### config.mk
export PLATFORM = sky130hd
export DESIGN_NAME = alu_pipe
export DESIGN_NICKNAME = d
export VERILOG_FILES = /design/src/rtl/alu_pipe_pkg.sv /design/src/rtl/alu_mul_iter.sv /design/src/rtl/alu_pipe.sv
export SDC_FILE = /design/constraint.sdc
export NUM_CORES = 1
export LEC_CHECK = 0
export CAP_MARGIN = 25
export CORE_AREA = 2 2 146 148
export DETAILED_ROUTE_END_ITERATION = 8
export DIE_AREA = 0 0 148 150
export PLACE_DENSITY_LB_ADDON = 0.15
export SYNTH_ARGS = -nofsm -noshare
export SYNTH_HDL_FRONTEND = slang
export SYNTH_SLANG_ARGS = --single-unit
### constraint.sdc
create_clock -name i_clk -period 3.5 [get_ports i_clk]
set_input_delay 0.875 -clock i_clk [delete_from_list [all_inputs] [get_ports i_clk]]
set_output_delay 0.875 -clock i_clk [all_outputs]
set_load 0.02 [all_outputs]
### src/rtl/alu_pipe_pkg.sv
// rtl/alu_pipe_pkg.sv - opcodes, flag indices, FSM state type and branch evaluation for alu_pipe
package alu_pipe_pkg;

    localparam int FLAG_C = 3;
    localparam int FLAG_V = 2;
    localparam int FLAG_Z = 1;
    localparam int FLAG_N = 0;

    // two-operand group (single = 0)
    localparam logic [3:0] OP_ADD = 4'd0;
    localparam logic [3:0] OP_SUB = 4'd1;
    localparam logic [3:0] OP_ADC = 4'd2;
    localparam logic [3:0] OP_SBC = 4'd3;
    localparam logic [3:0] OP_CMP = 4'd4;
    localparam logic [3:0] OP_AND = 4'd5;
    localparam logic [3:0] OP_OR  = 4'd6;
    localparam logic [3:0] OP_XOR = 4'd7;
    localparam logic [3:0] OP_MOV = 4'd8;
    localparam logic [3:0] OP_MUL = 4'd9;

    // single-operand group (single = 1)
    localparam logic [3:0] OP_NEG = 4'd0;
    localparam logic [3:0] OP_COM = 4'd1;
    localparam logic [3:0] OP_LSL = 4'd2;
    localparam logic [3:0] OP_LSR = 4'd3;
    localparam logic [3:0] OP_ROL = 4'd4;
    localparam logic [3:0] OP_ROR = 4'd5;
    localparam logic [3:0] OP_RLC = 4'd6;
    localparam logic [3:0] OP_RRC = 4'd7;

    // branch codes share the operator field
    localparam logic [3:0] OP_BREQ = 4'd0;
    localparam logic [3:0] OP_BRNE = 4'd1;
    localparam logic [3:0] OP_BRLT = 4'd2;
    localparam logic [3:0] OP_BRGE = 4'd3;
    localparam logic [3:0] OP_BRC  = 4'd4;
    localparam logic [3:0] OP_BRLO = 4'd5;
    localparam logic [3:0] OP_BRNC = 4'd6;
    localparam logic [3:0] OP_BRSH = 4'd7;
    localparam logic [3:0] OP_BRO  = 4'd8;
    localparam logic [3:0] OP_BRNO = 4'd9;
    localparam logic [3:0] OP_BRN  = 4'd10;
    localparam logic [3:0] OP_BRNN = 4'd11;
    localparam logic [3:0] OP_RJMP = 4'd12;

    typedef enum logic {
        ST_IDLE,
        ST_BUSY
    } alu_state_t;

    function automatic logic branch_taken(input logic [3:0] op, input logic [3:0] f);
        case (op)
            OP_BREQ: return f[FLAG_Z];
            OP_BRNE: return ~f[FLAG_Z];
            OP_BRLT: return f[FLAG_N] ^ f[FLAG_V];
            OP_BRGE: return ~(f[FLAG_N] ^ f[FLAG_V]);
            OP_BRC,  OP_BRLO: return f[FLAG_C];
            OP_BRNC, OP_BRSH: return ~f[FLAG_C];
            OP_BRO:  return f[FLAG_V];
            OP_BRNO: return ~f[FLAG_V];
            OP_BRN:  return f[FLAG_N];
            OP_BRNN: return ~f[FLAG_N];
            OP_RJMP: return 1'b1;
            default: return 1'b0;
        endcase
    endfunction

endpackage

### src/rtl/alu_mul_iter.sv
// rtl/alu_mul_iter.sv - radix-2 shift-add unsigned multiplier, one step per cycle, WIDTH steps
module alu_mul_iter #(
    parameter int WIDTH = 16
) (
    input  logic                 i_clk,
    input  logic                 i_rst_n,
    input  logic                 i_start,
    input  logic [WIDTH-1:0]     i_a,
    input  logic [WIDTH-1:0]     i_b,
    output logic                 o_done,
    output logic [2*WIDTH-1:0]   o_product
);
    localparam int CW = $clog2(WIDTH + 1);

    logic             r_busy;
    logic [CW-1:0]    r_cnt;
    logic [WIDTH-1:0] r_mcand;
    logic [WIDTH-1:0] r_hi;
    logic [WIDTH-1:0] r_lo;
    logic [WIDTH:0]   w_sum;

    assign w_sum = {1'b0, r_hi} + (r_lo[0] ? {1'b0, r_mcand} : {(WIDTH+1){1'b0}});

    // o_product is the value after the current step, so the final step's result is usable at the done edge
    assign o_product = {w_sum[WIDTH:1], w_sum[0], r_lo[WIDTH-1:1]};
    assign o_done    = r_busy && (r_cnt == CW'(WIDTH - 1));

    always_ff @(posedge i_clk or negedge i_rst_n) begin
        if (!i_rst_n) begin
            r_busy  <= 1'b0;
            r_cnt   <= '0;
            r_mcand <= '0;
            r_hi    <= '0;
            r_lo    <= '0;
        end else if (i_start) begin
            r_busy  <= 1'b1;
            r_cnt   <= '0;
            r_mcand <= i_a;
            r_hi    <= '0;
            r_lo    <= i_b;
        end else if (r_busy) begin
            r_hi  <= w_sum[WIDTH:1];
            r_lo  <= {w_sum[0], r_lo[WIDTH-1:1]};
            r_cnt <= r_cnt + CW'(1);
            if (o_done) begin
                r_busy <= 1'b0;
            end
        end
    end

endmodule

### src/rtl/alu_pipe.sv
// rtl/alu_pipe.sv - registered ALU with carried flags and branch check; ALU_MUL_EN adds iterative MUL
module alu_pipe
    import alu_pipe_pkg::*;
#(
    parameter int WIDTH = 16
) (
    input  logic             i_clk,
    input  logic             i_rst_n,
    input  logic             i_in_valid,
    output logic             o_in_ready,
    input  logic             i_single,
    input  logic [3:0]       i_operator,
    input  logic [WIDTH-1:0] i_value1,
    input  logic [WIDTH-1:0] i_value2,
    output logic             o_out_valid,
    output logic [WIDTH-1:0] o_bus_out,
    output logic [WIDTH-1:0] o_bus_out_hi,
    output logic [3:0]       o_alu_flags,
    output logic             o_check_branch
);
    localparam int MSB = WIDTH - 1;
    localparam logic [WIDTH-1:0] MSB_ONLY = {1'b1, {(WIDTH-1){1'b0}}};

    logic [WIDTH-1:0] r_bus;
    logic [3:0]       r_flags;
    logic             r_valid;

    logic [WIDTH-1:0] w_res;
    logic [WIDTH:0]   w_sum;
    logic             w_c, w_v, w_defined, w_wr_bus, w_accept;
    logic [3:0]       w_flags;
    logic             w_cin;

    assign w_cin          = r_flags[FLAG_C];
    assign w_accept       = i_in_valid && o_in_ready;
    assign o_bus_out      = r_bus;
    assign o_alu_flags    = r_flags;
    assign o_out_valid    = r_valid;
    assign o_check_branch = branch_taken(i_operator, r_flags);

    always_comb begin
        w_res     = '0;
        w_sum     = '0;
        w_c       = w_cin;
        w_v       = 1'b0;
        w_defined = 1'b1;
        w_wr_bus  = 1'b1;
        if (!i_single) begin
            case (i_operator)
                OP_ADD, OP_ADC: begin
                    w_sum = {1'b0, i_value1} + {1'b0, i_value2}
                          + ((i_operator == OP_ADC) ? {{WIDTH{1'b0}}, w_cin} : {(WIDTH+1){1'b0}});
                    w_res = w_sum[WIDTH-1:0];
                    w_c   = w_sum[WIDTH];
                    w_v   = (i_value1[MSB] == i_value2[MSB]) && (w_res[MSB] != i_value1[MSB]);
                end
                OP_SUB, OP_SBC, OP_CMP: begin
                    // bit WIDTH of the extended difference is the borrow
                    w_sum = {1'b0, i_value1} - {1'b0, i_value2}
                          - ((i_operator == OP_SBC) ? {{WIDTH{1'b0}}, w_cin} : {(WIDTH+1){1'b0}});
                    w_res    = w_sum[WIDTH-1:0];
                    w_c      = w_sum[WIDTH];
                    w_v      = (i_value1[MSB] != i_value2[MSB]) && (w_res[MSB] != i_value1[MSB]);
                    w_wr_bus = (i_operator != OP_CMP);
                end
                OP_AND:  w_res = i_value1 & i_value2;
                OP_OR:   w_res = i_value1 | i_value2;
                OP_XOR:  w_res = i_value1 ^ i_value2;
                OP_MOV:  w_res = i_value2;
                default: w_defined = 1'b0;
            endcase
        end else begin
            case (i_operator)
                OP_NEG: begin
                    w_res = '0 - i_value1;
                    w_c   = |i_value1;
                    w_v   = (i_value1 == MSB_ONLY);
                end
                OP_COM:  w_res = ~i_value1;
                OP_LSL:  begin w_res = {i_value1[MSB-1:0], 1'b0};        w_c = i_value1[MSB]; end
                OP_LSR:  begin w_res = {1'b0, i_value1[MSB:1]};          w_c = i_value1[0];   end
                OP_ROL:  begin w_res = {i_value1[MSB-1:0], i_value1[MSB]}; w_c = i_value1[MSB]; end
                OP_ROR:  begin w_res = {i_value1[0], i_value1[MSB:1]};   w_c = i_value1[0];   end
                OP_RLC:  begin w_res = {i_value1[MSB-1:0], w_cin};       w_c = i_value1[MSB]; end
                OP_RRC:  begin w_res = {w_cin, i_value1[MSB:1]};         w_c = i_value1[0];   end
                default: w_defined = 1'b0;
            endcase
            if (w_defined && i_operator != OP_NEG && i_operator != OP_COM) begin
                w_v = w_res[MSB] ^ i_value1[MSB];
            end
        end
        w_flags = w_defined ? {w_c, w_v, ~|w_res, w_res[MSB]} : r_flags;
    end

`ifdef ALU_MUL_EN
    alu_state_t           r_state;
    logic [WIDTH-1:0]     r_bus_hi;
    logic                 w_is_mul;
    logic                 w_mul_done;
    logic                 w_hi_nz;
    logic [2*WIDTH-1:0]   w_product;

    assign w_is_mul     = !i_single && (i_operator == OP_MUL);
    assign w_hi_nz      = |w_product[2*WIDTH-1:WIDTH];
    assign o_in_ready   = (r_state == ST_IDLE);
    assign o_bus_out_hi = r_bus_hi;

    alu_mul_iter #(.WIDTH(WIDTH)) u_mul (
        .i_clk     (i_clk),
        .i_rst_n   (i_rst_n),
        .i_start   (w_accept && w_is_mul),
        .i_a       (i_value1),
        .i_b       (i_value2),
        .o_done    (w_mul_done),
        .o_product (w_product)
    );

    always_ff @(posedge i_clk or negedge i_rst_n) begin
        if (!i_rst_n) begin
            r_state  <= ST_IDLE;
            r_bus    <= '0;
            r_bus_hi <= '0;
            r_flags  <= '0;
            r_valid  <= 1'b0;
        end else begin
            r_valid <= 1'b0;
            case (r_state)
                ST_IDLE: begin
                    if (w_accept) begin
                        if (w_is_mul) begin
                            r_state <= ST_BUSY;
                        end else begin
                            r_valid  <= 1'b1;
                            r_bus_hi <= '0;
                            r_flags  <= w_flags;
                            if (w_wr_bus) begin
                                r_bus <= w_res;
                            end
                        end
                    end
                end
                ST_BUSY: begin
                    if (w_mul_done) begin
                        r_state  <= ST_IDLE;
                        r_valid  <= 1'b1;
                        r_bus    <= w_product[WIDTH-1:0];
                        r_bus_hi <= w_product[2*WIDTH-1:WIDTH];
                        r_flags  <= {w_hi_nz, w_hi_nz, ~|w_product[WIDTH-1:0], w_product[WIDTH-1]};
                    end
                end
                default: r_state <= ST_IDLE;
            endcase
        end
    end
`else
    assign o_in_ready   = 1'b1;
    assign o_bus_out_hi = '0;

    always_ff @(posedge i_clk or negedge i_rst_n) begin
        if (!i_rst_n) begin
            r_bus   <= '0;
            r_flags <= '0;
            r_valid <= 1'b0;
        end else begin
            r_valid <= w_accept;
            if (w_accept) begin
                r_flags <= w_flags;
                if (w_wr_bus) begin
                    r_bus <= w_res;
                end
            end
        end
    end
`endif

endmodule
# == After elaboration in Yosys (flattened, before gate mapping) ==
# Cells that the tools add are included.
# classes
n_reduce_logical,21
n_bitwise,11
muxes,20
addsub,5
n_eq_ne,20
# op_table
operator,n
case mux 16 bit (8 select lines),1
case mux 16 bit (6 select lines),1
two-way mux 16 bit,2
OR reduction 16 bit,2
equality test 4 bit (second input constant),5
adder 16 x 16 -> 17 bit,1
adder 17 x 1 -> 17 bit,1
subtractor 16 x 16 -> 17 bit,1
subtractor 17 x 1 -> 17 bit,1
bitwise AND 16 bit,1
equality test 16 bit (second input constant),1
equality test 4 x 3 -> 1 bit (second input constant),4
NOT 16 bit,1
bitwise OR 16 bit,1
subtractor 1 x 16 -> 16 bit (first input constant),1
XOR 16 bit,1
two-way mux 1 bit,12
case mux 1 bit (11 select lines),1
OR reduction 3 bit,3
OR reduction 9 bit,1
equality test 4 x 2 -> 1 bit (second input constant),2
!= test 4 x 3 -> 1 bit (second input constant),2
OR reduction 8 bit,1
OR reduction 2 bit,3
15 further kinds,27
# word_totals
output_inout_bits,39
word_cells,81
inputBits,40
ff_bits,21

# == Logic depth before layout (Yosys ltp) ==
# logic_depth
word_depth,8
ltp_mapped,16
ltp_nobuf,14

# == Worst setup path before layout ==
# Ideal clock, no wire load.
# synth_timing
path_type,in2reg
start,input port i_operator[1]
end,"register r_flags[2], in the netlist o_alu_flags[2]"
setup_ps,121
arrival_time_ps,4312
n_path_buf,2
stages,16
required_time_ps,3379
slack_ps,-933
path_cell_list,clkbuf_1 buf_1 nand2_1 or2_2 fa_1 inv_1 ha_1 o21a_1 or4_4 nand4bb_2 a31o_4 o21a_1 o311ai_2 xnor2_1 a311o_1 a22o_1
# synth_via
elab_chain_cells,8
elab_cells_between_ends,37
classes_between,add/sub: 2; eq/ne: 11; mux: 12; bitwise: 1; reduce/logical: 11
# synth_lines
element,line_no,rtl
start: declaration,alu_pipe.sv:12,"input logic [3:0] i_operator,"
branches (longest 8 deep; another with subtractor 17 x 1 -> 17 bit),n/a,
end signal: assignment,alu_pipe.sv:167,r_flags <= w_flags;
end: declaration,alu_pipe.sv:25,logic [3:0] r_flags;
# Several ways; the timed one is not identified. The select of a mux whose other input is x is not followed.
# A chain may end at the register's enable or synchronous reset.

# == Final worst setup path ==
# layout_timing
start,input port i_operator[2]
end,"register r_flags[2], in the netlist o_alu_flags[2]"
# The elaborated chain is that of the path after synthesis.

==> results.json <==
{
  "run_status": "complete, but fails checks",
  "core_area_mm2": 0.02069,
  "synth-seq-area-share_pct": 10.31,
  "via_density_per_instance": 5.180,
  "crit_path_max_fanout": 4,
  "worst_setup_path_endpoint": "o_alu_flags[2]",
  "drive_gt1_share_pct": 32.02,
  "drt.antenna.violating_nets": 0,
  "grt_setup_unrepaired": "true",
  "finalClockSkew_ns": 0.001017,
  "worstReg2RegStart": "o_alu_flags[3]",
  "cts-root-buf": "sky130_fd_sc_hd__clkbuf_16",
  "p_clk_share_pct": 12.6,
  "dp_worst_setup_slack_ns": -1.273,
  "synthArstFlopShare_pct": 100.0,
  "hold_path_class": "reg -> reg",
  "worstPathRequired_ns": 3.64,
  "clk_transition_reported_paths_ns": 0.06,
  "maxCapViolations": 0,
  "postSynthAreaPerCell_um2": 7.282,
  "timing.final.crit_share_pct": 120.3,
  "tightest_slew_ns": 0.9673,
  "n_antenna_cell": 0,
  "grt_pass1_vias": 6377,
  "row_count": 53,
  "cpMaxStageDelayCell": "sky130_fd_sc_hd__fa_2",
  "clock_insertion_delay_worst_skew_ns": 0.25,
  "p_per_area_mw_per_mm2": 237.4,
  "ys_seq_elements": 21,
  "htreeDepth": 1,
  "stages_on_worst_setup_path": 16,
  "met3WireLength_um": 1238,
  "power.combinational.fraction_pct": 72.0,
  "final_weighted_congestion_of_routability_driven_global_placement": 0.9160,
  "worstPathBufferInverterCount": 3,
  "initial_core_utilization_pct": 24.64,
  "vias": 6408,
  "placedCellCount": 1223,
  "reg_to_reg_critical_path_endpoint": "o_alu_flags[2]",
  "finalCriticalPeriod_ns": 4.211,
  "drt_pre_antenna_iters": 5,
  "power_leakage_nw": 3.605,
  "cellInternalPower_mw": 1.091,
  "startpoint": "i_operator[2]",
  "cts_tree": "yes",
  "violated_checks": "negative setup slack",
  "timing.fmax_mhz": 237.5,
  "cts_inserted_buffers": 3,
  "place_hpwl_um": 19880,
  "final.setup.worst_slack_ns": -0.7111,
  "setup.worst_path.end_class": "flip-flop",
  "grt_first_pass_wirelength_um": 36520,
  "setup.reg_to_reg.worst_slack_ns": -0.05,
  "timing.final.setup_violations": 15,
  "maxUsedRoutingLayer": "met4",
  "worst_slew_margin_rel_pct": 35.27,
  "drt_wl_total_um": 24020,
  "die_area_mm2": 0.02220,
  "wl_per_cell_um": 19.42,
  "fp.dieH_um": 150,
  "worstPathArrival_ns": 4.35,
  "synth-edff-count": 0,
  "vdd_drop_max_mv": 0.1527,
  "number_of_nets_in_the_finished_design": 1070,
  "crit_path_frequent_cell": "sky130_fd_sc_hd__o21a_1",
  "met1_wirelength_um": 11160,
  "critical_path.cell_chain": "buf_6, or3b_4, or2_4, fa_2, inv_2, ha_4, o21a_1, buf_4, or4_4, nand4bb_4, a31o_4, o21a_1, o311ai_4, xnor2_1, a311o_1, a22o_1",
  "route.detailed.drc": 0,
  "cp_top_family": "simple AND/OR/NAND/NOR gates",
  "clkSinkCount": 21,
  "net_switching_power_of_the_design_mw": 0.8113,
  "top_level_ports": 79,
  "met2_length_um": 10940,
  "worst_setup_path_start_kind": "input pin",
  "mapped_cells": 700,
  "clock_tree.buffer_depth": 2,
  "syn_area_mm2": 0.005097,
  "grt_antenna_before_repair": 0,
  "synth_cell_type_count": 84,
  "area_growth_syn_to_layout_pct": 57.22,
  "worst-setup-path-type": "in -> reg",
  "dr.first_iter.drc_count": 356,
  "grt_max_degree": 66,
  "synth-main-ff-cell": "sky130_fd_sc_hd__dfrtp_1",
  "endpoints_failing_hold": 0,
  "groute.usage.overall_pct": 21.31,
  "grt_remaining_overflow": 0,
  "ys.warnings.count": 0,
  "p_sw_share_pct": 42.65,
  "seq_power_share_pct": 15.4,
  "timing.critical_path.slowest_cell_delay_ns": 0.55,
  "layout.cells.non_filler": 1237,
  "buffer_ports.inserted": 61,
  "timing_max_transition_violations_final": 0,
  "floorplan.die.width_um": 148,
  "reg2regPathDepth": 15
}
## placed cells by master, fill, tap and decap left out, types with 6 or more instances in the layout
master and n:
sky130_fd_sc_hd__dfrtp_1 21, sky130_fd_sc_hd__a21o_1 6, sky130_fd_sc_hd__o21ai_1 8, sky130_fd_sc_hd__a22oi_1 10
sky130_fd_sc_hd__o21a_1 9, sky130_fd_sc_hd__conb_1 17, sky130_fd_sc_hd__nand3_1 19, sky130_fd_sc_hd__inv_1 62
sky130_fd_sc_hd__mux2i_1 14, sky130_fd_sc_hd__ha_1 62, sky130_fd_sc_hd__buf_6 8, sky130_fd_sc_hd__o31ai_1 7
sky130_fd_sc_hd__clkdlybuf4s50_1 56, sky130_fd_sc_hd__xnor2_1 18, sky130_fd_sc_hd__nor3_1 11, sky130_fd_sc_hd__o211ai_1 10
sky130_fd_sc_hd__o21ai_0 39, sky130_fd_sc_hd__nor2_1 47, sky130_fd_sc_hd__nand2b_1 13, sky130_fd_sc_hd__a31oi_1 15
sky130_fd_sc_hd__buf_4 225, sky130_fd_sc_hd__a21oi_1 36, sky130_fd_sc_hd__a211oi_2 6, sky130_fd_sc_hd__or3_1 6
sky130_fd_sc_hd__or4_1 7, sky130_fd_sc_hd__nand2_1 63, sky130_fd_sc_hd__nand4_1 9
## cell type report
cell class / count / area [µm²]
Clock buffer: 4 / 78.83
Fill cell: 2187 / 12680
Inverter: 63 / 236.5
Multi-Input combinational cell: 577 / 4382
Sequential cell: 21 / 525.5
Tap cell: 275 / 344.1
Timing Repair Buffer: 297 / 2447
## power by group through the flow
stage	Sequential [mW]	Clock (mW)	Combinational [mW]
after global placement	0.297	0	1.26
after floorplan	0.336	0	0.620
after detailed placement	0.299	0	1.26
after global routing	0.297	0.253	1.47
final	0.293	0.240	1.37
after CTS	0.294	0.244	1.33
## synth_stat cells (5+ instances only)
cell | n | area [µm²]
sky130_fd_sc_hd__o31ai_1 | 9 | 67.56
sky130_fd_sc_hd__a221oi_1 | 5 | 43.79
sky130_fd_sc_hd__xnor2_1 | 19 | 166.4
sky130_fd_sc_hd__nand3_1 | 20 | 100.1
sky130_fd_sc_hd__o211ai_1 | 10 | 75.07
sky130_fd_sc_hd__ha_1 | 63 | 788.3
sky130_fd_sc_hd__mux2i_1 | 15 | 150.1
sky130_fd_sc_hd__or4_1 | 7 | 52.55
sky130_fd_sc_hd__a22oi_1 | 10 | 75.07
sky130_fd_sc_hd__nand2b_1 | 14 | 87.58
sky130_fd_sc_hd__or3_1 | 6 | 37.54
sky130_fd_sc_hd__o221ai_1 | 6 | 52.55
sky130_fd_sc_hd__dfrtp_1 | 21 | 525.5
sky130_fd_sc_hd__nor2_1 | 47 | 176.4
sky130_fd_sc_hd__o22ai_1 | 6 | 37.54
sky130_fd_sc_hd__o21a_1 | 9 | 67.56
sky130_fd_sc_hd__nor2b_1 | 5 | 31.28
sky130_fd_sc_hd__a31oi_1 | 17 | 106.4
sky130_fd_sc_hd__buf_4 | 17 | 127.6
sky130_fd_sc_hd__buf_2 | 10 | 50.05
sky130_fd_sc_hd__a211oi_1 | 8 | 60.06
sky130_fd_sc_hd__a32oi_1 | 5 | 43.79
sky130_fd_sc_hd__o21ai_0 | 42 | 210.2
sky130_fd_sc_hd__nand2_1 | 65 | 244.0
sky130_fd_sc_hd__o21ai_1 | 8 | 40.04
sky130_fd_sc_hd__xor2_1 | 5 | 43.79
sky130_fd_sc_hd__a21oi_1 | 39 | 195.2
sky130_fd_sc_hd__nor3_1 | 13 | 65.06
sky130_fd_sc_hd__clkbuf_1 | 23 | 86.33
sky130_fd_sc_hd__nand4_1 | 9 | 56.30
sky130_fd_sc_hd__and2_1 | 5 | 31.28
sky130_fd_sc_hd__inv_1 | 63 | 236.5
sky130_fd_sc_hd__a21o_1 | 6 | 45.04
## how the worst min path moves through the flow
stage                  startpoint              to  slack, ns  cells after the start
floorplan                 i_rst_n  o_alu_flags[0]       0.58                      0
global placement    o_bus_out[11]   o_bus_out[11]       0.46                      2
detailed placement  o_bus_out[11]   o_bus_out[11]       0.47                      2
CTS                 o_bus_out[11]   o_bus_out[11]       0.48                      2
global route         o_bus_out[8]    o_bus_out[8]       0.50                      2
finish              o_bus_out[11]   o_bus_out[11]       0.47                      2
## sequential cells by signal (all words and copies together) (netlist names)
signal / flops
o_bus_out: 16
o_alu_flags: 4
o_out_valid: 1
## cell families after synthesis
group	after synthesis	share of synthesized area (%)
and+or+nand+nor	225	23.42
buffers and inverters	117	10.26
AOI/OAI and AO/OA	224	30.44
adders and majority gates	67	17.03
DFF	21	10.31
other	2	0.1473
xor gates and xnor gates	24	4.124
muxes	20	4.271
## layer usage
layer | track usage (%) | vias up
met5 | 0 | -
met1 | 29.73 | 3093
li1 | - | 3063
met3 | 1.372 | 37
met2 | 35.56 | 215
met4 | 5.857 | 0
## tightest hold or removal path: stages (launching register included)
cell and delay [ns]:
sky130_fd_sc_hd__dfrtp_1 0.34, sky130_fd_sc_hd__nand2_1 0.05, sky130_fd_sc_hd__nand2_1 0.05
## per-stage QoR
step	cell area (µm²)	setup TNS [ns]	hold WS, ns	power (mW)	util, %
final	8014	-5.510	0.4732	1.902	38.73
after global routing	8014	-6.792	0.4987	2.021	38.73
after CTS	7938	-5.548	0.4760	1.869	38.36
after detailed placement	7617	-17.82	0.4702	1.562	36.82
after global placement	7612	-16.97	0.4633	1.558	36.79
after floorplan	5265	-4.791	0.5794	0.9555	-
## repair_timing
action | CTS | global route
resized for setup | 49 | 16
hold buffers | 0 | 0
setup endpoints to repair | 20 | 17
buffers inserted | 14 | 4
pin swaps | 39 | 24
Note: power is estimated with default switching activity, not from simulation.
